$ cat src/rtl/uart_rx_periph_pkg.sv
// Shared definitions for the UART receiver peripheral: register map, CON bit layout and
// receiver FSM state encoding.
package uart_rx_periph_pkg;

    localparam logic [31:0] RXD_ADDR_DEFAULT = 32'h4000_001C;
    localparam logic [31:0] CON_ADDR_DEFAULT = 32'h4000_0020;

    localparam int unsigned CON_IRQ_EN_BIT    = 1;
    localparam int unsigned CON_RX_VALID_BIT  = 3;
    localparam int unsigned CON_OVERRUN_BIT   = 4;
    localparam int unsigned CON_FRAME_ERR_BIT = 5;

    typedef enum logic [1:0] {
        StIdle  = 2'd0,
        StStart = 2'd1,
        StData  = 2'd2,
        StStop  = 2'd3
    } rx_state_e;

    // Oversampling divider for 16x sampling of one bit period.
    function automatic int unsigned ovs_div(input int unsigned clk_freq, input int unsigned baud);
        return clk_freq / (baud * 16);
    endfunction

endpackage

$ cat src/rtl/uart_rx_core.sv
// 8N1 serial deserialiser: input synchroniser, 16x oversample tick, frame FSM and shift register.
// Emits the assembled byte with a one-cycle done pulse, or a one-cycle ferr pulse on a bad stop bit.
module uart_rx_core
    import uart_rx_periph_pkg::*;
#(
    parameter int unsigned OVS_DIV = 10
) (
    input  logic       clk,
    input  logic       rst_n,
    input  logic       rx_i,
    output logic [7:0] rx_byte_o,
    output logic       done_o,
    output logic       ferr_o
);

    localparam int unsigned CntW = (OVS_DIV > 1) ? $clog2(OVS_DIV) : 1;
    localparam logic [CntW-1:0] OvsLast = CntW'(OVS_DIV - 1);

    logic            rx_meta_q, rx_s_q;
    logic [CntW-1:0] ovs_cnt_q, ovs_cnt_d;
    logic [3:0]      tick_cnt_q, tick_cnt_d;
    logic [2:0]      bit_cnt_q, bit_cnt_d;
    logic [7:0]      shreg_q, shreg_d;
    rx_state_e       state_q, state_d;
    logic            tick;

    always_ff @(posedge clk or negedge rst_n) begin
        if (!rst_n) begin
            rx_meta_q  <= 1'b1;
            rx_s_q     <= 1'b1;
            ovs_cnt_q  <= '0;
            tick_cnt_q <= '0;
            bit_cnt_q  <= '0;
            shreg_q    <= '0;
            state_q    <= StIdle;
        end else begin
            rx_meta_q  <= rx_i;
            rx_s_q     <= rx_meta_q;
            ovs_cnt_q  <= ovs_cnt_d;
            tick_cnt_q <= tick_cnt_d;
            bit_cnt_q  <= bit_cnt_d;
            shreg_q    <= shreg_d;
            state_q    <= state_d;
        end
    end

    assign tick = (ovs_cnt_q == OvsLast);

    always_comb begin
        state_d    = state_q;
        tick_cnt_d = tick_cnt_q;
        bit_cnt_d  = bit_cnt_q;
        shreg_d    = shreg_q;
        ovs_cnt_d  = tick ? '0 : ovs_cnt_q + 1'b1;
        done_o     = 1'b0;
        ferr_o     = 1'b0;

        unique case (state_q)
            StIdle: begin
                if (!rx_s_q) begin
                    // Restart the tick phase so the mid-bit sample aligns with the falling edge.
                    state_d    = StStart;
                    tick_cnt_d = '0;
                    ovs_cnt_d  = '0;
                end
            end
            StStart: begin
                if (tick) begin
                    if (tick_cnt_q == 4'd7) begin
                        tick_cnt_d = '0;
                        if (!rx_s_q) begin
                            state_d   = StData;
                            bit_cnt_d = '0;
                        end else begin
                            state_d = StIdle;
                        end
                    end else begin
                        tick_cnt_d = tick_cnt_q + 4'd1;
                    end
                end
            end
            StData: begin
                if (tick) begin
                    if (tick_cnt_q == 4'd15) begin
                        shreg_d    = {rx_s_q, shreg_q[7:1]};
                        tick_cnt_d = '0;
                        if (bit_cnt_q == 3'd7) begin
                            state_d = StStop;
                        end else begin
                            bit_cnt_d = bit_cnt_q + 3'd1;
                        end
                    end else begin
                        tick_cnt_d = tick_cnt_q + 4'd1;
                    end
                end
            end
            StStop: begin
                if (tick) begin
                    if (tick_cnt_q == 4'd15) begin
                        done_o     = rx_s_q;
                        ferr_o     = !rx_s_q;
                        tick_cnt_d = '0;
                        state_d    = StIdle;
                    end else begin
                        tick_cnt_d = tick_cnt_q + 4'd1;
                    end
                end
            end
            default: state_d = StIdle;
        endcase
    end

    assign rx_byte_o = shreg_q;

endmodule

$ cat src/rtl/uart_rx_periph.sv
// Memory-mapped UART receiver: self-decoded RXD/CON registers on the MEM-stage data bus,
// one-byte receive buffer with overrun/framing status and a level interrupt.
module uart_rx_periph
    import uart_rx_periph_pkg::*;
#(
    parameter int unsigned CLK_FREQ = 100_000_000,
    parameter int unsigned BAUD     = 9600,
    parameter logic [31:0] RXD_ADDR = RXD_ADDR_DEFAULT,
    parameter logic [31:0] CON_ADDR = CON_ADDR_DEFAULT
) (
    input  logic        clk,
    input  logic        rst_n,
    input  logic        rx_i,
    input  logic [31:0] addr_i,
    input  logic        rd_en_i,
    input  logic        wr_en_i,
    input  logic [31:0] wdata_i,
    output logic [31:0] rdata_o,
    output logic        irq_o
);

    localparam int unsigned OVS_DIV = ovs_div(CLK_FREQ, BAUD);

    logic [7:0] rx_byte;
    logic       done, ferr;
    logic       rxd_sel, con_sel, rxd_rd, con_wr;
    logic [7:0] rx_data_q, rx_data_d;
    logic       rx_valid_q, rx_valid_d;
    logic       overrun_q, overrun_d;
    logic       frame_err_q, frame_err_d;
    logic       irq_en_q, irq_en_d;
    logic [31:0] con_val;
    logic       unused_wdata;

    uart_rx_core #(
        .OVS_DIV (OVS_DIV)
    ) u_core (
        .clk       (clk),
        .rst_n     (rst_n),
        .rx_i      (rx_i),
        .rx_byte_o (rx_byte),
        .done_o    (done),
        .ferr_o    (ferr)
    );

    assign rxd_sel = (addr_i == RXD_ADDR);
    assign con_sel = (addr_i == CON_ADDR);
    assign rxd_rd  = rd_en_i && rxd_sel;
    assign con_wr  = wr_en_i && con_sel;

    assign unused_wdata = ^{wdata_i[31:6], wdata_i[3:2], wdata_i[0]};

    // Hardware set/load takes priority over CPU clear in the same cycle.
    always_comb begin
        rx_data_d   = rx_data_q;
        rx_valid_d  = rx_valid_q;
        overrun_d   = overrun_q;
        frame_err_d = frame_err_q;
        irq_en_d    = irq_en_q;

        if (rxd_rd) begin
            rx_valid_d = 1'b0;
        end
        if (con_wr) begin
            irq_en_d = wdata_i[CON_IRQ_EN_BIT];
            if (wdata_i[CON_OVERRUN_BIT]) begin
                overrun_d = 1'b0;
            end
            if (wdata_i[CON_FRAME_ERR_BIT]) begin
                frame_err_d = 1'b0;
            end
        end
        if (done) begin
            rx_data_d  = rx_byte;
            rx_valid_d = 1'b1;
            overrun_d  = rx_valid_q;
        end
        if (ferr) begin
            frame_err_d = 1'b1;
        end
    end

    always_ff @(posedge clk or negedge rst_n) begin
        if (!rst_n) begin
            rx_data_q   <= '0;
            rx_valid_q  <= 1'b0;
            overrun_q   <= 1'b0;
            frame_err_q <= 1'b0;
            irq_en_q    <= 1'b0;
        end else begin
            rx_data_q   <= rx_data_d;
            rx_valid_q  <= rx_valid_d;
            overrun_q   <= overrun_d;
            frame_err_q <= frame_err_d;
            irq_en_q    <= irq_en_d;
        end
    end

    always_comb begin
        con_val                    = '0;
        con_val[CON_IRQ_EN_BIT]    = irq_en_q;
        con_val[CON_RX_VALID_BIT]  = rx_valid_q;
        con_val[CON_OVERRUN_BIT]   = overrun_q;
        con_val[CON_FRAME_ERR_BIT] = frame_err_q;
    end

    always_comb begin
        rdata_o = '0;
        if (rd_en_i && rxd_sel) begin
            rdata_o = {24'b0, rx_data_q};
        end else if (rd_en_i && con_sel) begin
            rdata_o = con_val;
        end
    end

    assign irq_o = rx_valid_q && irq_en_q;

endmodule

$ cat config.mk
export PLATFORM = sky130hd
export DESIGN_NAME = uart_rx_periph
export DESIGN_NICKNAME = d
export VERILOG_FILES = /design/src/rtl/uart_rx_periph_pkg.sv /design/src/rtl/uart_rx_core.sv /design/src/rtl/uart_rx_periph.sv
export SDC_FILE = /design/constraint.sdc
export NUM_CORES = 1
export LEC_CHECK = 0
export BUFFER_PORTS_ARGS = -buffer_cell sky130_fd_sc_hd__buf_4
export CORE_UTILIZATION = 27
export CTS_BUF_LIST = sky130_fd_sc_hd__clkbuf_4
export DETAILED_ROUTE_END_ITERATION = 10
export GPL_TIMING_DRIVEN = 0
export PLACE_DENSITY = 0.6
export REMOVE_ABC_BUFFERS = 1
export SYNTH_ARGS = -nofsm -noshare
export SYNTH_HDL_FRONTEND = slang
export SYNTH_SLANG_ARGS = --single-unit
$ cat constraint.sdc
create_clock -name clk -period 3.3 [get_ports clk]
set_input_delay 0 -clock clk [delete_from_list [all_inputs] [get_ports clk]]
set_output_delay 0 -clock clk [all_outputs]
set_load 0.02 [all_outputs]
==> results of run 1 <==
how the worst min path moves through the flow:
stage                        from                   end  cells past startpoint
after floorplan             rst_n             async pin                      0
after global placement      rst_n  u_core.tick_cnt_q[0]                      1
after detailed placement    rst_n  u_core.tick_cnt_q[3]                      1
after CTS                 wr_en_i             overrun_q                      4
after global routing      wr_en_i             overrun_q                      4
final                     wr_en_i             overrun_q                      4
worst min-delay path, cell delays in order:
cell     delay (ns)
buf_4          0.10
inv_1          0.05
nor4_1         0.10
a31oi_1        0.17
Yosys cell counts (5+ instances only):
| cell | number |
|---|---|
| nand3_1 | 7 |
| and2_1 | 6 |
| mux2i_1 | 5 |
| nor2_1 | 15 |
| and3_1 | 5 |
| inv_1 | 12 |
| dfrtp_1 | 39 |
| xnor2_1 | 5 |
| nor4_1 | 9 |
| mux2_2 | 17 |
| ha_1 | 10 |
| nand2_1 | 11 |
| o21ai_0 | 5 |
| buf_4 | 24 |
flip-flops by register name, summed over array words and instances, names as in the netlist, 3 cells and up, named ones only:
| name | count |
|---|---|
| u_core.ovs_cnt_q | 10 |
| rx_data_q | 8 |
| u_core.rx_byte_o | 8 |
| u_core.tick_cnt_q | 4 |
| u_core.bit_cnt_q | 3 |
layer usage:
layer | vias to the layer above | wire length (µm) | share of wire | GRT usage
met1 | 793 | 1940 | 0.44 | 0.121
met4 | 0 | 80 | 0.018 | 0.0462
met3 | 7 | 329 | 0.075 | 0.0299
met2 | 66 | 2030 | 0.46 | 0.184
met5 | - | 0 | 0 | 0
li1 | 815 | - | - | -
placed cells by master (no fill, tap or decap), types with 2 or more instances in the layout:
cell type,n
dlygate4sd3_1,5
nor4_1,9
dfrtp_1,39
conb_1,24
a22o_1,4
nand2b_1,3
ha_1,10
nor2_1,15
and2_1,6
nor3_1,3
xnor2_1,5
mux2_2,17
dfstp_2,2
mux2i_1,5
nand4_1,2
inv_1,12
o2bb2ai_1,2
buf_4,48
nand2_1,11
xor2_1,3
a31oi_1,2
nand3_1,7
nor2b_1,2
o21ai_0,5
and3_1,5
clkbuf_4,6
report_power, final:
part,switching (W),leakage [nW],internal [W]
clock network,0.000168,0.0459,0.000170
logic,0.0000428,0.784,0.0000353
registers,0.00000144,0.535,0.000505
cell type report:
cell class	instances	area, µm²	share of cell area
Clock buffer	6	45.0	0.0160
Clock inverter	2	38.8	0.0138
Inverter	12	45.0	0.0160
Multi-Input combinational cell	157	1110	0.395
Sequential cell	41	1030	0.366
Tap cell	105	131	0.0468
Timing Repair Buffer	53	410	0.146
logic make-up (layout without fill, tap and decap cells):
| kind of cell | after synthesis | after routing | synth area share |
|---|---|---|---|
| other cells | 1 | 24 | 0.00164 |
| xor+xnor | 8 | 8 | 0.0306 |
| compound gates | 22 | 22 | 0.0793 |
| mux | 23 | 23 | 0.111 |
| simple gates | 70 | 70 | 0.170 |
| fa+ha+maj | 10 | 10 | 0.0547 |
| buf+inv | 39 | 73 | 0.103 |
| flops | 41 | 41 | 0.450 |
metrics by stage:
step / utilization / std cells / power [W]
floorplan: - / 210 / 0.000543
global placement: 0.325 / 363 / 0.000590
detailed placement: 0.325 / 363 / 0.000590
CTS: 0.342 / 376 / 0.000936
global route: 0.342 / 376 / 0.000967
finish: 0.342 / 376 / 0.000922
==> impl_metrics.env, run 1 <==
export IMPL_vias=1681
export IMPL_max_slew_margin=0.231
export IMPL_cp_slowest_cell="or4b_4"
export IMPL_synth_seq_cells=41
export IMPL_cts_tree="built"
export IMPL_clk_latency_ns=0.35
export IMPL_synthFlopType="dfrtp_1"
export IMPL_max_cap_violations=0
export IMPL_report_final_hold_viol_count=0
export IMPL_yosys_warnings=0
export IMPL_path_cells="inv_1 > ha_1 > or4b_4 > or3_4 > o32ai_4 > and3_4 > mux2_1"
export IMPL_drc=0
export IMPL_nets=349
export IMPL_vdd_drop_max_uv=139
export IMPL_dieArea_um2=8840
export IMPL_avgSynthCellArea_um2=10.7
export IMPL_place_area_um2=2670
export IMPL_path_depth=7
export IMPL_post_route_cell_area_um2=2810
export IMPL_antenna_found_initial=0
export IMPL_grt_usage=0.106
export IMPL_cts_buffers=5
export IMPL_cts_buffer_depth=2
export IMPL_synth_top_cells_by_area="dfrtp_1, mux2_2, buf_4"
export IMPL_powerDensity_nw_per_um2=328
export IMPL_setup_viol=0
export IMPL_synth_seq_area_share=0.450
export IMPL_rr_startpoint="u_core.ovs_cnt_q[0]"
export IMPL_die_w_um=94.0
export IMPL_wl_per_cell_um=11.6
export IMPL_syn_area_um2=2290
export IMPL_cpLargestDelayFamily="simple AND/OR/NAND/NOR gates"
export IMPL_post_cts_resized=0
export IMPL_rows=33
export IMPL_area_growth_pct=22.8
export IMPL_synth_async_sr_flop_share=1.00
export IMPL_setup_ws_ns=0.786
export IMPL_io_buffers=48
export IMPL_critical_path_startpoint="u_core.ovs_cnt_q[0]"
export IMPL_cts_setup_buffers=0
export IMPL_rr_endpoint="u_core.bit_cnt_q[0]"
export IMPL_ant_nets=0
export IMPL_hpwlAfterDp_mm=3.22
export IMPL_path_max_fanout=5
export IMPL_gp_congestion=0.746
export IMPL_grt_max_degree=42
export IMPL_cts_root_buffer="clkbuf_4"
export IMPL_timing_final_crit_share=0.762
export IMPL_tightest_slew_ns=1.14
export IMPL_min_path_type="input port to register"
export IMPL_fin_crit_ns=2.51
export IMPL_rsz0062_at_grt="no"
export IMPL_drt_iter0_drc=61
export IMPL_via_per_inst=4.47
export IMPL_fillers=820
export IMPL_cellLeakagePower_nw=1.37
export IMPL_totalNegativeSetupSlack_ns=0
export IMPL_dr_pass1_iters=4
export IMPL_final_setup_skew_ns=0.00686
export IMPL_required_ns=3.55
export IMPL_pre_cts_ws_ns=0.817
export IMPL_start_util=0.278
export IMPL_holdWs_ns=0.111
export IMPL_ctsHoldBuffers=5
export IMPL_path_class="register to register"
export IMPL_r2r_cells=7
export IMPL_crit_arrival_ns=2.76
export IMPL_path_clk_slew_ns=0.12
export IMPL_core_area_um2=8220
export IMPL_worst_setup_path_end_kind="register"
export IMPL_start_kind="register"
export IMPL_cts_num_sinks=41
export IMPL_n_antenna_cell=0
export IMPL_finalMaxSlewViolations=0
export IMPL_grt_pass1_wl_mm=7.17
export IMPL_yosysTopAreaCellShare=0.427
export IMPL_cp_slowest_stage_delay_ns=0.47
export IMPL_drive_gt1_frac=0.299
export IMPL_synth_largest_area_cell="dfrtp_1"
export IMPL_yosys_cell_types_count=42
export IMPL_timing_fmax_ghz=0.398
export IMPL_syn_inst=214
export IMPL_cts_max_level=2
export IMPL_wl_mm=4.38
export IMPL_synth_enable_flop_cells=0
export IMPL_die_h_um=94.0
export IMPL_overflow=0
export IMPL_io_pins=102
export IMPL_outcome="completed"
export IMPL_r2r_slack_ns=0.79
export IMPL_worst_path_buf_inv=1
export IMPL_cp_endpoint="u_core.bit_cnt_q[0]"
export IMPL_grt_pass1_vias=1639
No activity file was read; power rests on OpenSTA's default activity.
==> inputs of run 2 (changes only) <==
- ABC_AREA: not set -> 1
- PLACE_DENSITY: 0.6 -> 0.61
- clock period: 3.3 -> 2.2 ns (I/O delays scaled with it)
==> run 2 against run 1 <==
  * Highest routed layer unchanged
  * Critical path depth up 2
  * Critical path type unchanged
  * Die area is 8.6% higher
  * The run now ends with design-rule violations left
  * Sequential power up 50%
  * Critical endpoint is now rx_data_q[1]
  * Routed wire length grew 11%
==> impl_metrics.env, run 2 <==
export IMPL_cp_slowest_stage_delay_ns=0.48
export IMPL_max_cap_violations=0
export IMPL_max_slew_margin=0.663
export IMPL_r2r_cells=9
export IMPL_overflow=0
export IMPL_timing_fmax_ghz=0.526
export IMPL_nets=463
export IMPL_powerDensity_nw_per_um2=457
export IMPL_cts_root_buffer="clkbuf_4"
export IMPL_yosysMostFrequentCell="nand2_1"
export IMPL_final_cell_mix="nand2_1, buf_4, nor2_1"
export IMPL_totalNegativeSetupSlack_ns=0
export IMPL_post_cts_resized=0
export IMPL_gp_congestion=0.870
export IMPL_p_switching_w=0.000338
export IMPL_io_buffers=48
export IMPL_die_h_um=98.0
export IMPL_largest_reg_flops=10
export IMPL_synth_seq_area_share=0.413
export IMPL_core_area_um2=8810
export IMPL_outcome="finished, violations left"
export IMPL_io_pins=102
export IMPL_start_kind="register"
export IMPL_drive_gt1_frac=0.221
export IMPL_violations="design-rule violations"
export IMPL_area_growth_pct=22.4
export IMPL_cp_slowest_cell="dfrtp_1"
export IMPL_timing_final_crit_share=0.865
export IMPL_syn_area_um2=2490
export IMPL_place_area_um2=2870
export IMPL_yosys_warnings=0
export IMPL_die_w_um=98.0
export IMPL_power_frac_clock=0.365
export IMPL_crit_arrival_ns=2.17
export IMPL_yosys_cell_types_count=30
export IMPL_report_final_hold_viol_count=0
export IMPL_path_clk_slew_ns=0.14
export IMPL_final_setup_skew_ns=0.0200
export IMPL_path_class="register to register"
export IMPL_synthFlopType="dfrtp_1"
export IMPL_yosysTopAreaCellShare=0.392
export IMPL_finalMaxSlewViolations=0
export IMPL_avgSynthCellArea_um2=7.70
export IMPL_drt_iter0_drc=91
export IMPL_dr_pass1_iters=7
export IMPL_synth_seq_cells=41
export IMPL_wl_mm=4.85
export IMPL_syn_inst=323
export IMPL_synth_largest_area_cell="dfrtp_1"
export IMPL_path_max_fanout=11
export IMPL_cellLeakagePower_nw=1.53
export IMPL_dieArea_um2=9600
export IMPL_rr_startpoint="u_core.ovs_cnt_q[0]"
export IMPL_post_route_cell_area_um2=3040
export IMPL_fin_crit_ns=1.90
export IMPL_tightest_slew_ns=0.505
export IMPL_synth_async_sr_flop_share=1.00
export IMPL_path_cells="inv_1 > ha_1 > nand2_1 > nor2_2 > nand4_2 > nor2_2 > inv_2 > nand2_1 > o21ai_1"
export IMPL_grt_max_degree=42
export IMPL_setup_viol=0
export IMPL_regMostFlops="u_core.ovs_cnt_q"
export IMPL_synth_common_cells="nand2_1, nor2_1, dfrtp_1"
export IMPL_rsz0062_at_grt="no"
export IMPL_synth_top_cells_by_area="dfrtp_1, nand2_1, buf_4"
export IMPL_cts_tree="built"
export IMPL_rows=34
export IMPL_layout_commonest_cell="nand2_1"
export IMPL_antenna_found_initial=0
export IMPL_seqPwrFrac=0.546
export IMPL_drc=14
export IMPL_grt_usage=0.105
export IMPL_start_util=0.282
export IMPL_wl_per_cell_um=9.84
export IMPL_synth_enable_flop_cells=0
export IMPL_grt_pass1_wl_mm=8.42
export IMPL_r2r_slack_ns=0.30
export IMPL_power_internal_w=0.00105
export IMPL_rr_endpoint="rx_data_q[1]"
export IMPL_cpLargestDelayFamily="simple AND/OR/NAND/NOR gates"
export IMPL_clk_latency_ns=0.36
export IMPL_worst_path_buf_inv=2
export IMPL_cts_num_sinks=41
export IMPL_via_per_inst=4.19
export IMPL_cts_max_level=2
export IMPL_ant_nets=0
export IMPL_required_ns=2.47
export IMPL_netSwitchingFraction=0.243
export IMPL_cts_buffer_depth=2
export IMPL_hpwlAfterDp_mm=3.61
export IMPL_min_path_type="input port to async pin"
export IMPL_vdd_drop_max_uv=196
export IMPL_n_antenna_cell=0
export IMPL_cts_buffers=5
export IMPL_fillers=916
export IMPL_grt_pass1_vias=1982
export IMPL_combPwrFrac=0.089
export IMPL_vias=2068
export IMPL_worst_setup_path_end_kind="register"
run 2: changes by cell type in the layout (fill, tap and decap cells not counted), sizes merged, moves of 5 or more:
| cell | delta |
|---|---|
| nor2 | +35 |
| and3 | -6 |
| xnor2 | -5 |
| nand2 | +75 |
| mux2i | -5 |
| mux2 | -18 |
| nor4 | -9 |
| inv | +28 |
| a21oi | +5 |
| o21ai | +22 |
| nand3 | +9 |
| and2 | -6 |
run 2: cell families (layout without fill, tap and decap cells):
kind of cell / after synthesis / after routing / share of synthesized area
compound gates: 37 / 37 / 0.0895
xor+xnor: 2 / 2 / 0.00704
fa+ha+maj: 10 / 10 / 0.0503
buf+inv: 66 / 105 / 0.140
flops: 41 / 41 / 0.413
other cells: 1 / 24 / 0.00151
simple gates: 166 / 166 / 0.298
run 2: routing by layer:
layer | up-vias | part of all wire | global-route usage
li1 | 1081 | - | -
met1 | 917 | 0.46 | 0.129
met2 | 66 | 0.46 | 0.180
met3 | 4 | 0.067 | 0.0272
met4 | 0 | 0.0058 | 0.0315
met5 | - | 0 | 0
run 2: area by class of cell:
| class | count | area (µm²) | share of cell area |
|---|---|---|---|
| Timing Repair Buffer | 57 | 450 | 0.148 |
| Clock inverter | 3 | 46.3 | 0.0152 |
| Clock buffer | 5 | 37.5 | 0.0123 |
| Multi-Input combinational cell | 239 | 1200 | 0.393 |
| Inverter | 40 | 150 | 0.0493 |
| Tap cell | 108 | 135 | 0.0444 |
| Sequential cell | 41 | 1030 | 0.338 |
run 2: how the worst max path moves through the flow:
stage	start	to	slack, ns	depth (start not counted)
after CTS	u_core.ovs_cnt_q[0]	rx_data_q[1]	0.29	9
after floorplan	u_core.ovs_cnt_q[0]	rx_data_q[1]	0.63	9
final	u_core.ovs_cnt_q[0]	rx_data_q[1]	0.30	9
after global placement	u_core.ovs_cnt_q[0]	rx_data_q[1]	0.33	9
after global routing	u_core.ovs_cnt_q[0]	rx_data_q[1]	0.11	9
after detailed placement	u_core.ovs_cnt_q[0]	rx_data_q[1]	0.29	9
run 2: what timing repair did:
item | in CTS | in global routing
hold buffers | 9 | 0
hold endpoints to repair | 45 | 0
buffers inserted | 0 | 0
run 2: power by group through the flow:
stage,sequential [W],clock [W],combinational [W]
2_1_floorplan,0.000772,0,0.0000474
3_3_place_gp,0.000773,0,0.000117
3_5_place_dp,0.000773,0,0.000119
6_report,0.000759,0.000507,0.000124
5_1_grt,0.000759,0.000560,0.000138
4_1_cts,0.000759,0.000529,0.000126
run 2: worst reg2reg max path, delay by kind of cell, from the launching register on:
kind | cells | cell delay (ns)
AO/OA/AOI/OAI | 1 | 0.05
adder cells (fa/ha/maj) | 1 | 0.14
buffers and inverters | 2 | 0.27
flip-flops | 1 | 0.48
AND/OR/NAND/NOR | 5 | 0.88
run 2: stage by stage:
step	setup WS, ns	total power, W	utilization	hold WS [ns]	cells
3_5_place_dp	0.291	0.000891	0.326	0.0208	476
5_1_grt	0.110	0.00146	0.346	0.204	493
3_3_place_gp	0.327	0.000890	0.326	0.0188	476
4_1_cts	0.292	0.00141	0.346	0.173	493
6_report	0.298	0.00139	0.346	0.158	493
2_1_floorplan	0.628	0.000820	-	-0.296	320
